==> src/rtl/rv32_ctrl_pkg.sv <==
// Shared types and constants for the RV32 multi-cycle controller.
package rv32_ctrl_pkg;

  typedef enum logic [2:0] {
    StFetch,
    StDecode,
    StExec,
    StMem,
    StWb,
    StHalt
  } ctrl_state_e;

  typedef enum logic [2:0] {
    ClsNone,
    ClsR,
    ClsI,
    ClsLoad,
    ClsStore
  } instr_cls_e;

  localparam logic [6:0] OP_R     = 7'b0110011;
  localparam logic [6:0] OP_I     = 7'b0010011;
  localparam logic [6:0] OP_LOAD  = 7'b0000011;
  localparam logic [6:0] OP_STORE = 7'b0100011;

  localparam logic [2:0] ALU_ADD = 3'b000;
  localparam logic [2:0] ALU_SUB = 3'b001;
  localparam logic [2:0] ALU_AND = 3'b010;
  localparam logic [2:0] ALU_OR  = 3'b011;
  localparam logic [2:0] ALU_SLL = 3'b100;
  localparam logic [2:0] ALU_SLT = 3'b101;
  localparam logic [2:0] ALU_XOR = 3'b110;
  localparam logic [2:0] ALU_SRL = 3'b111;

  function automatic instr_cls_e classify(input logic [6:0] op);
    instr_cls_e cls;
    case (op)
      OP_R:     cls = ClsR;
      OP_I:     cls = ClsI;
      OP_LOAD:  cls = ClsLoad;
      OP_STORE: cls = ClsStore;
      default:  cls = ClsNone;
    endcase
    return cls;
  endfunction

endpackage

==> src/rtl/rv32_alu_dec.sv <==
// Combinational ALU decode: instruction class + funct3/funct7 to ALU control,
// operand-B select and illegal-instruction flag.
module rv32_alu_dec
  import rv32_ctrl_pkg::*;
(
  input  instr_cls_e cls_i,
  input  logic [2:0] funct3_i,
  input  logic [6:0] funct7_i,
  output logic [2:0] alu_control_o,
  output logic       alu_src_o,
  output logic       illegal_o
);

  logic [2:0] f3_op;
  logic       unused_funct7;

  // Only funct7[5] matters, and only for R-type add/sub.
  assign unused_funct7 = ^{funct7_i[6], funct7_i[4:0]};

  always_comb begin
    f3_op = ALU_ADD;
    unique case (funct3_i)
      3'b000:  f3_op = (cls_i == ClsR && funct7_i[5]) ? ALU_SUB : ALU_ADD;
      3'b001:  f3_op = ALU_SLL;
      3'b010:  f3_op = ALU_SLT;
      3'b011:  f3_op = ALU_ADD;
      3'b100:  f3_op = ALU_XOR;
      3'b101:  f3_op = ALU_SRL;
      3'b110:  f3_op = ALU_OR;
      3'b111:  f3_op = ALU_AND;
      default: f3_op = ALU_ADD;
    endcase
  end

  always_comb begin
    alu_control_o = ALU_ADD;
    alu_src_o     = 1'b1;
    illegal_o     = 1'b0;
    case (cls_i)
      ClsR: begin
        alu_control_o = f3_op;
        alu_src_o     = 1'b0;
        illegal_o     = (funct3_i == 3'b011);
      end
      ClsI: begin
        alu_control_o = f3_op;
        illegal_o     = (funct3_i == 3'b011);
      end
      ClsLoad, ClsStore: begin
        alu_control_o = ALU_ADD;
      end
      default: illegal_o = 1'b1;
    endcase
  end

endmodule

==> src/rtl/rv32_multicycle_ctrl.sv <==
// Multi-cycle RV32 sequencer sharing one memory port between fetch and load/store.
// Optional performance counters enabled by defining RV32_CTRL_PERF_CNT_EN.
module rv32_multicycle_ctrl
  import rv32_ctrl_pkg::*;
#(
  parameter int unsigned WAIT_MAX = 15
`ifdef RV32_CTRL_PERF_CNT_EN
  ,
  parameter int unsigned PERF_W = 32
`endif
) (
  input  logic       clk,
  input  logic       rst_n,
  input  logic [6:0] opcode,
  input  logic [2:0] funct3,
  input  logic [6:0] funct7,
  input  logic       mem_ready,
  output logic       mem_req,
  output logic       mem_we,
  output logic       addr_sel,
  output logic       ir_write,
  output logic       pc_write,
  output logic       reg_write,
  output logic       alu_src,
  output logic [2:0] alu_control,
  output logic       result_src,
  output logic       halted,
  output logic       err_illegal,
  output logic       err_timeout
`ifdef RV32_CTRL_PERF_CNT_EN
  ,
  output logic [PERF_W-1:0] cycle_cnt,
  output logic [PERF_W-1:0] instret_cnt
`endif
);

  localparam logic [7:0] WaitMax8 = 8'(WAIT_MAX);

  ctrl_state_e state_q;
  instr_cls_e  cls_q;
  instr_cls_e  dec_cls;
  logic [7:0]  wait_cnt_q;
  logic [2:0]  alu_control_q;
  logic        alu_src_q;
  logic        result_src_q;
  logic        err_illegal_q;
  logic        err_timeout_q;
  logic [2:0]  dec_alu_control;
  logic        dec_alu_src;
  logic        dec_illegal;
  logic        timeout_hit;

  assign dec_cls     = classify(opcode);
  assign timeout_hit = (wait_cnt_q == WaitMax8);

  rv32_alu_dec u_alu_dec (
    .cls_i        (dec_cls),
    .funct3_i     (funct3),
    .funct7_i     (funct7),
    .alu_control_o(dec_alu_control),
    .alu_src_o    (dec_alu_src),
    .illegal_o    (dec_illegal)
  );

  always_ff @(posedge clk or negedge rst_n) begin
    if (!rst_n) begin
      state_q       <= StFetch;
      cls_q         <= ClsNone;
      wait_cnt_q    <= '0;
      alu_control_q <= ALU_ADD;
      alu_src_q     <= 1'b0;
      result_src_q  <= 1'b0;
      err_illegal_q <= 1'b0;
      err_timeout_q <= 1'b0;
    end else begin
      case (state_q)
        StFetch: begin
          if (mem_ready) begin
            state_q    <= StDecode;
            wait_cnt_q <= '0;
          end else if (timeout_hit) begin
            state_q       <= StHalt;
            err_timeout_q <= 1'b1;
          end else begin
            wait_cnt_q <= wait_cnt_q + 8'd1;
          end
        end
        StDecode: begin
          cls_q         <= dec_cls;
          alu_control_q <= dec_alu_control;
          alu_src_q     <= dec_alu_src;
          result_src_q  <= (dec_cls == ClsLoad);
          wait_cnt_q    <= '0;
          if (dec_illegal) begin
            state_q       <= StHalt;
            err_illegal_q <= 1'b1;
          end else begin
            state_q <= StExec;
          end
        end
        StExec: begin
          wait_cnt_q <= '0;
          state_q    <= (cls_q == ClsLoad || cls_q == ClsStore) ? StMem : StWb;
        end
        StMem: begin
          if (mem_ready) begin
            state_q    <= (cls_q == ClsStore) ? StFetch : StWb;
            wait_cnt_q <= '0;
          end else if (timeout_hit) begin
            state_q       <= StHalt;
            err_timeout_q <= 1'b1;
          end else begin
            wait_cnt_q <= wait_cnt_q + 8'd1;
          end
        end
        StWb: begin
          state_q    <= StFetch;
          wait_cnt_q <= '0;
        end
        StHalt: begin
          state_q <= StHalt;
        end
        default: state_q <= StHalt;
      endcase
    end
  end

  // Strobes are gated by rst_n so a request in flight drops the moment reset asserts.
  always_comb begin
    mem_req   = 1'b0;
    mem_we    = 1'b0;
    addr_sel  = 1'b0;
    ir_write  = 1'b0;
    pc_write  = 1'b0;
    reg_write = 1'b0;
    halted    = 1'b0;
    if (rst_n) begin
      case (state_q)
        StFetch: begin
          mem_req  = 1'b1;
          ir_write = mem_ready;
          pc_write = mem_ready;
        end
        StMem: begin
          mem_req  = 1'b1;
          addr_sel = 1'b1;
          mem_we   = (cls_q == ClsStore);
        end
        StWb:    reg_write = 1'b1;
        StHalt:  halted = 1'b1;
        default: ;
      endcase
    end
  end

  assign alu_control = alu_control_q;
  assign alu_src     = alu_src_q;
  assign result_src  = result_src_q;
  assign err_illegal = err_illegal_q;
  assign err_timeout = err_timeout_q;

`ifdef RV32_CTRL_PERF_CNT_EN
  logic [PERF_W-1:0] cycle_cnt_q;
  logic [PERF_W-1:0] instret_cnt_q;
  logic              retire;

  assign retire = (state_q == StWb) ||
                  (state_q == StMem && mem_ready && cls_q == ClsStore);

  always_ff @(posedge clk or negedge rst_n) begin
    if (!rst_n) begin
      cycle_cnt_q   <= '0;
      instret_cnt_q <= '0;
    end else if (state_q != StHalt) begin
      cycle_cnt_q <= cycle_cnt_q + PERF_W'(1);
      if (retire) begin
        instret_cnt_q <= instret_cnt_q + PERF_W'(1);
      end
    end
  end

  assign cycle_cnt   = cycle_cnt_q;
  assign instret_cnt = instret_cnt_q;
`endif

endmodule

==> config.mk <==
export PLATFORM = sky130hd
export DESIGN_NAME = rv32_multicycle_ctrl
export DESIGN_NICKNAME = d
export VERILOG_FILES = /design/src/rtl/rv32_ctrl_pkg.sv /design/src/rtl/rv32_alu_dec.sv /design/src/rtl/rv32_multicycle_ctrl.sv
export SDC_FILE = /design/constraint.sdc
export NUM_CORES = 1
export LEC_CHECK = 0
export ABC_AREA = 1
export CAP_MARGIN = 20
export CELL_PAD_IN_SITES_DETAIL_PLACEMENT = 1
export CELL_PAD_IN_SITES_GLOBAL_PLACEMENT = 1
export CORE_MARGIN = 3
export CORE_UTILIZATION = 35
export CTS_BUF_LIST = sky130_fd_sc_hd__clkbuf_4 sky130_fd_sc_hd__clkbuf_8
export DETAILED_ROUTE_END_ITERATION = 16
export GPL_ROUTABILITY_DRIVEN = 0
export PLACE_DENSITY_LB_ADDON = 0.08
export SYNTH_ARGS = -nofsm -noshare
export SYNTH_HDL_FRONTEND = slang
export SYNTH_HIERARCHICAL = 1
export SYNTH_SLANG_ARGS = --single-unit
==> constraint.sdc <==
create_clock -name clk -period 1.4 [get_ports clk]
set_input_delay 0.21 -clock clk [delete_from_list [all_inputs] [get_ports clk]]
set_output_delay 0.21 -clock clk [all_outputs]
set_load 0.05 [all_outputs]
==> flow_metrics.py, run 1 <==
metrics = {
    "outcome": {
        "status": "did not finish",
        "stop_stage": "global routing",
        "error": "[ERROR DPL-0033] detailed placement checks failed during check placement.",
    },
    "logic_synthesis": {
        "synth.distinct_cells": 26,
        "synth_xor_area_frac": 0,
        "synth_cells": 203,
        "syn_area_per_cell_um2": 6.65,
        "syn_area_um2": 1350,
        "synth-simple-area-share": 0.452,
        "ys_seq_area_frac": 0.389,
        "syn-num-nets": 224,
        "ys_ff_latch": 21,
        "yosys.area_share.adder": 0.00927,
        "muxShareOfSynthArea": 0,
        "yosys_warnings": 6,
        "synth_compound_area_frac": 0.0528,
        "synth_top_family_by_area": "simple AND/OR/NAND/NOR gates",
    },
    "clock_tree": {
        "cts_sinks": 21,
        "clock_path_buffers": 2,
        "numCtsBuffers": 3,
        "cts_hold_buf": 0,
        "clockRootBuffer": "clkbuf_8",
        "cts_htree_levels": 1,
    },
    "place": {
        "dpl_worst_slack_ns": -0.621,
        "dp_hpwl_um": 3820,
        "portBuffers": 27,
    },
    "die": {
        "dieHeight_um": 68.1,
        "die_w_um": 68.1,
        "row_count": 21,
        "pin_count": 34,
        "start_util": 0.383,
    },
    "global_route": {
        "grt_antenna_before_repair": 1,
        "grt_start_max_net_pins": 22,
    },
    "sta": {
        "crit_endpoint": "reg_write",
        "worst-ep-kind": "top-level output",
    },
}
## Yosys cell counts (all sizes together)
cell type   n  area (um2)
a21oi       3        15.0
nand3b      1        7.51
and3        1        6.26
buf         2        15.0
inv        30         115
or2         2        12.5
nor2       34         135
nor4        1        6.26
o2111ai     1        8.76
nor3        4        20.0
ha          1        12.5
o211ai      1        7.51
dfrtp      21         526
nand4       3        18.8
nand2      65         262
nand3      25         143
o21ai       8        40.0
## kinds of logic after synthesis
logic type	Yosys count
and+or+nand+nor	136
buffers and inverters	32
DFF	21
AOI/OAI and AO/OA	13
adders and majority gates	1
## per-stage QoR
stage | instances | hold WS, ns | area [um2] | utilization | setup TNS (ns)
after floorplan | 203 | -0.0856 | 1400 | - | -0.402
after CTS | 327 | 0.132 | 2390 | 0.679 | -1.00
after detailed placement | 305 | 0.514 | 2080 | 0.592 | -5.51
after global placement | 305 | 0.492 | 2080 | 0.592 | -3.93
## what timing repair did
| action | in CTS |
|---|---|
| setup endpoints to repair | 23 |
| endpoints found under the hold margin | 0 |
| gates resized for setup | 55 |
| buffers inserted | 17 |
| pin swaps | 23 |
| gates cloned | 1 |
==> inputs of run 2 (changes only) <==
- CELL_PAD_IN_SITES_DETAIL_PLACEMENT: 1 -> default
- CELL_PAD_IN_SITES_GLOBAL_PLACEMENT: 1 -> default
- CORE_UTILIZATION: 35 -> 30
- CTS_BUF_LIST: sky130_fd_sc_hd__clkbuf_4 sky130_fd_sc_hd__clkbuf_8 -> default
- PLACE_DENSITY_LB_ADDON: 0.08 -> 0.15
==> run 2 against run 1 <==
  * The flow now finishes, with violations (negative setup slack)
  * Synthesized cell count is the same
  * Area after synthesis stayed put
==> flow_metrics.py, run 2 <==
metrics = {
    "clock_tree": {
        "cts_htree_levels": 1,
        "worstSkewPairLatency_ns": 0.26,
        "cts_hold_buf": 0,
        "numCtsBuffers": 3,
        "cts_tree": "done",
        "clockRootBuffer": "clkbuf_8",
        "cts.reportedPaths.clkPinSlew_ns": 0.07,
        "cts_sinks": 21,
        "clock_path_buffers": 2,
    },
    "drt": {
        "wl_per_cell_um": 11.4,
        "drtIter0Drc": 67,
        "route.detailed.drc": 0,
        "wirelength_um": 3700,
        "ant_nets": 0,
        "drtPass1Iterations": 4,
        "num_vias": 1530,
        "viasPerCell": 4.71,
    },
    "critical_path": {
        "crit_required_ns": 1.19,
        "path_buf_inv": 1,
        "reg2reg_slack_ns": -0.03,
        "arrival_ns": 1.32,
        "cp_common_cell": "nor2_4",
        "cpPeakStageDelay_ns": 0.47,
        "crit_chain": "nor2_4, nand3_2, nor2_4, buf_12",
        "crit_family": "flip-flops",
        "crit_slowest_cell": "dfrtp_2",
        "critPathLaunch": "state_q[0]",
        "r2r-start": "state_q[0]",
        "cp-start-kind": "flip-flop",
        "cp_max_fo": 6,
        "critPathCaptureType": "primary output",
        "critical_path_class": "reg2out",
    },
    "sta": {
        "hold_viol": 0,
        "setup_viol": 13,
        "grt_setup_unrepaired": "true",
        "worst_slack_ns": -0.131,
        "slew_viol_final": 0,
        "maxSlewHeadroom": 0.807,
        "fin_crit_sh": 1.09,
        "worst_slew_pin_slew_ns": 0.289,
        "fin_crit_ns": 1.53,
        "worst_clock_skew_ns": 0.00485,
        "fmax_mhz": 653,
    },
    "pwr": {
        "ir_worst_vdd_uv": 276,
        "p_leak_nw": 1.15,
        "power.density_nw_per_um2": 473,
    },
    "global_route": {
        "grt_util_met1": 0.201,
        "grt-ovfl-total": 0,
        "use_met2": 0.276,
        "first_global_vias": 1514,
        "grt_pass1_wl_um": 6750,
        "grt_start_max_net_pins": 22,
        "met3_usage": 0.0207,
        "grt_antenna_before_repair": 0,
        "grt_use_total": 0.160,
        "top_usage_layer": "met2",
    },
    "die": {
        "start_util": 0.324,
        "die-area_um2": 5340,
        "pin_count": 34,
        "row_count": 23,
        "dieHeight_um": 73.1,
        "die_w_um": 73.1,
        "core_um2": 4170,
    },
    "outcome": {
        "failed_checks": "negative setup slack",
        "status": "complete, but fails checks",
    },
    "final_layout": {
        "top_register": "wait_cnt_q",
        "largest_register_ffs": 8,
        "layout_common_cells": "nand2_1, buf_4, dfrtp_1",
        "fin_area_um2": 2420,
        "final_util": 0.579,
        "diodes": 0,
        "final_common_cell": "nand2_1",
        "drive_gt1_frac": 0.444,
        "syn2layout_area_growth_pct": 79.0,
        "nNetsFinal": 297,
    },
    "place": {
        "portBuffers": 27,
        "post_dp_cell_area_um2": 2060,
        "dpl_worst_slack_ns": -0.547,
        "dp_hpwl_um": 2540,
    },
    "logic_synthesis": {
        "synth_common_cells": "nand2_1, nor2_1, inv_1",
        "synth_cells": 203,
        "synth.distinct_cells": 26,
        "async_reset_ff_frac": 1.00,
        "ys_ff_latch": 21,
        "ys.flop_type": "dfrtp_1",
        "ys_seq_area_frac": 0.389,
        "syn_area_um2": 1350,
        "yosys_warnings": 6,
        "synthTopCellsByArea": "dfrtp_1, nand2_1, nor2_1, nand3_1, inv_1",
        "yosysMostFrequentCell": "nand2_1",
        "synth_edf_count": 0,
        "yosys.area.top_type": "dfrtp_1",
        "syn-num-nets": 224,
        "synth_top_area_share": 0.389,
        "syn_area_per_cell_um2": 6.65,
    },
    "hold_path": {
        "hp-start": "opcode[3]",
        "hold_class": "in2reg",
    },
    "flow_run": {
        "drv_cap": 0,
    },
}
run 2: cell counts after synthesis:
Identical to the previous run, type by type.
run 2: path summary, 6_finish.rpt:
check / to / cells past startpoint
max: ir_write / 4
min: cls_q[0] / 6
max reg2reg: wait_cnt_q[2] / 9
min reg2reg: err_timeout / 2
max in group asynchronous: state_q[1] / 2
min in group asynchronous: err_timeout / 2
run 2: per-stage QoR:
step | TNS, ns | cells | power (W) | hold slack, ns
final | -0.828 | 325 | 0.00114 | 0.314
after global routing | -2.16 | 325 | 0.00119 | 0.328
after CTS | -0.706 | 323 | 0.00115 | 0.329
after detailed placement | -4.31 | 305 | 0.000743 | 0.500
after global placement | -3.93 | 305 | 0.000743 | 0.499
after floorplan | -0.402 | 203 | 0.000654 | -0.0856
run 2: cells by family (layout without fill, tap and decap cells):
group	after synthesis	count (layout)	share of synthesized area
AOI/OAI and AO/OA	13	13	0.0528
adders and majority gates	1	1	0.00927
buffers and inverters	32	103	0.0964
and+or+nand+nor	136	137	0.452
DFF	21	21	0.389
run 2: area by class of cell:
class,count,area [um2]
sequential,21,528
tap,50,62.6
inverter,30,123
clock buffer,4,45.0
multi-input combinational,151,916
timing repair buffer,69,742
fill,367,1760
run 2: routing by layer:
| layer | vias to the layer above | share of wire |
|---|---|---|
| met1 | 700 | 0.42 |
| li1 | 785 | - |
| met2 | 41 | 0.52 |
| met5 | - | 0 |
| met4 | 0 | 0.012 |
| met3 | 4 | 0.047 |
run 2: power breakdown:
group	leakage [nW]	switching, W	total (W)	internal (W)
sequential	0.229	0.000000774	0.000607	0.000607
combinational	0.893	0.0000677	0.000131	0.0000638
clock	0.0228	0.000201	0.000404	0.000203
total	1.15	0.000270	0.00114	0.000873
run 2: what timing repair did:
item / in CTS / in global routing
buffers inserted: 13 / 2
setup endpoints to repair: 21 / 27
pin swaps: 20 / 17
resized for setup: 44 / 33
cloned: 1 / 0
run 2: worst register-to-register path, cell delays in order (launching register included):
cell and delay, ns:
dfrtp_2 0.46, buf_6 0.13, nand3_4 0.11, buf_6 0.16
nand2_4 0.07, nand3_4 0.13, nand2_8 0.12, inv_8 0.05
nand2_2 0.05, nand2_2 0.04
Note: power is estimated with default switching activity, not from simulation.
==> inputs of run 3 (changes only) <==
- CAP_MARGIN: 20 -> 40
==> results of run 3 <==
No change in the layout: final DEF, timing and power equal those of run 2.
==> RTL edit, RTL diff (settings of run 2) <==
Encoding of `ctrl_state_e`: now one-hot (6 bits for 6 states).
--- a/src/rtl/rv32_ctrl_pkg.sv
+++ b/src/rtl/rv32_ctrl_pkg.sv
@@ -2,11 +2,11 @@
 package rv32_ctrl_pkg;
 
-  typedef enum logic [2:0] {
-    StFetch,
-    StDecode,
-    StExec,
-    StMem,
-    StWb,
-    StHalt
+  typedef enum logic [5:0] {
+    StFetch  = 6'b000001,
+    StDecode = 6'b000010,
+    StExec   = 6'b000100,
+    StMem    = 6'b001000,
+    StWb     = 6'b010000,
+    StHalt   = 6'b100000
   } ctrl_state_e;
 
Behaviour: same outputs for any inputs over 10 cycles, from zero or initial values and one cycle with rst_n low; not proved beyond that.
==> RTL edit against run 2 <==
  * The run still ends with negative setup slack left
  * Total power grew 16%
  * Die area grew 11%
  * Worst setup slack lost 0.20 ns
  * Area after synthesis grew 13%
  * Wire length grew 14%
  * Synthesized cell count grew 7.4%
  * Combinational power grew 5%
  * Design area grew 11%
  * Count of clock-buffer cells in the layout is the same
  * Hold slack lost 0.0098 ns
  * Sequential cell count grew 3
  * Largest cell class unchanged
  * Largest power group unchanged
==> RTL edit: results (changes against run 2) <==
Layout fillers: 452 (+23%)
DR iter-0 viols: 44 (-34%)
Synth Area in Compound Gates: 4.448% (-0.83 points)
P_int: 1008 uW (+15%)
drt via density: 4.490 (-4.6%)
CP Max Fanout: 3 (-3)
first-pass GRT wire length: 7341 um (+8.8%)
Clk pwr share: 37.3% (+1.9 points)
top cells by count, synth: 59 x nand2_1, 32 x nor2_1, 28 x nand3_1
multi-input logic area: 1002 um^2 (+9.4%)
CP max stage delay: 0.59 ns (+0.12 ns)
DRT met1 WL: 2050 um (+32%)
Post-DP Area: 2370 um^2 (+15%)
Routed WL: 4221 um (+14%)
Leakage: 0.001230 uW (+7.4%)
sequential power: 693 uW (+14%)
Final setup viols: 18 (+5)
Avg Inst Size Synth: 6.968 um^2 (+4.8%)
CTS buffer count: 3 (unchanged)
Netlist cell types: 29 (+12%)
crit path DAT: 1.52 ns (+0.20 ns)
global routing usage on met1: 21.68% (+1.6 points)
P_clk: 494 uW (+22%)
post-CTS sizing: 23 (-48%)
Post-synth EDFFs: 0 (unchanged)
largest net degree at the start of global routing: 25 (+14%)
layout cells sized above 1: 39.80% (-4.6 points)
Seq/Total Area, Yosys: 39.62% (+0.70 points)
post-route setup TNS: -2.912 ns (-2.084 ns)
Max VDD drop: 0.0002606 V (-5.5%)
relative slew slack: 78.30% (-2.4 points)
top cells by area in the synthesized netlist: dfrtp_1 38%, nand2_1 15%, nand3_1 9.2%, nor2_1 7.9%, inv_1 6.7%
clock skew: 0.009782 ns (+0.004930 ns)
first-pass detailed-route iteration total: 6 (+2)
# Post-CTS Setup Buffers: 1 (-12)
Slowest-stage cell, CP: dfstp_2
Setup WS pre-CTS: -0.4884 ns (+0.05823 ns)
post-synthesis adder-cell area fraction: 0.8237% (-0.10 points)
failing checks: negative setup slack
DR WL met2: 1956 um (+1.5%)
Layout Nets: 316 (+6.4%)
status: complete, but fails checks
clock slew at reported path FFs: 0.09 ns (+0.02 ns)
syn_nets: 239 (+6.7%)
XOR/XNOR Fraction of Synth Area: 0% (unchanged)
met2 usage: 22.80% (-4.8 points)
gr usage total: 14.91% (-1.1 points)
WL met3: 190 um (+8.6%)
number of port buffers: 27 (unchanged)
ys async rst share: 100.0% (unchanged)
DPL Wire Length: 2957 um (+16%)
Placed Cells: 351 (+15%)
Worst Setup Slack, final: -0.3329 ns (-0.2016 ns)
delay-heaviest family, CP: flip-flops
synth warn: 6 (unchanged)
mux share of post-synthesis cell area: 0% (unchanged)
HP Class: in2reg
vias: 1621 (+5.9%)
met3 Use GR: 2.113% (+0.047 points)
ANT cells: 0 (unchanged)
## RTL edit: cell types whose count changed in the layout (fill, tap and decap cells not counted), moves of 4 or more
cell / delta
nand2_2: -10
inv_1: +5
nand2_1: +6
nor2_1: +7
inv_2: -6
nand4_1: +4
## RTL edit: path summary, 6_finish.rpt
| path | start | to | slack [ns] | depth (start not counted) |
|---|---|---|---|---|
| max reg2reg | state_q[5] | wait_cnt_q[2] | -0.12 | 10 |
| max in group asynchronous | rst_n | state_q[0] | 0.74 | 2 |
| min reg2reg | cls_q[0] | cls_q[0] | 0.51 | 2 |
| max | state_q[0] | mem_req | -0.33 | 7 |
| min in group asynchronous | rst_n | wait_cnt_q[1] | 0.36 | 2 |
| min | opcode[5] | result_src | 0.30 | 3 |
## RTL edit: final cells by class
cell class / instances / share of cell area, %
repair buffers: 75 / 30.43
multi-input cells: 162 / 37.50
clock buffers: 4 / 2.060
inverters: 29 / 4.260
well taps: 67 / 3.137
flip-flops and latches: 24 / 22.61
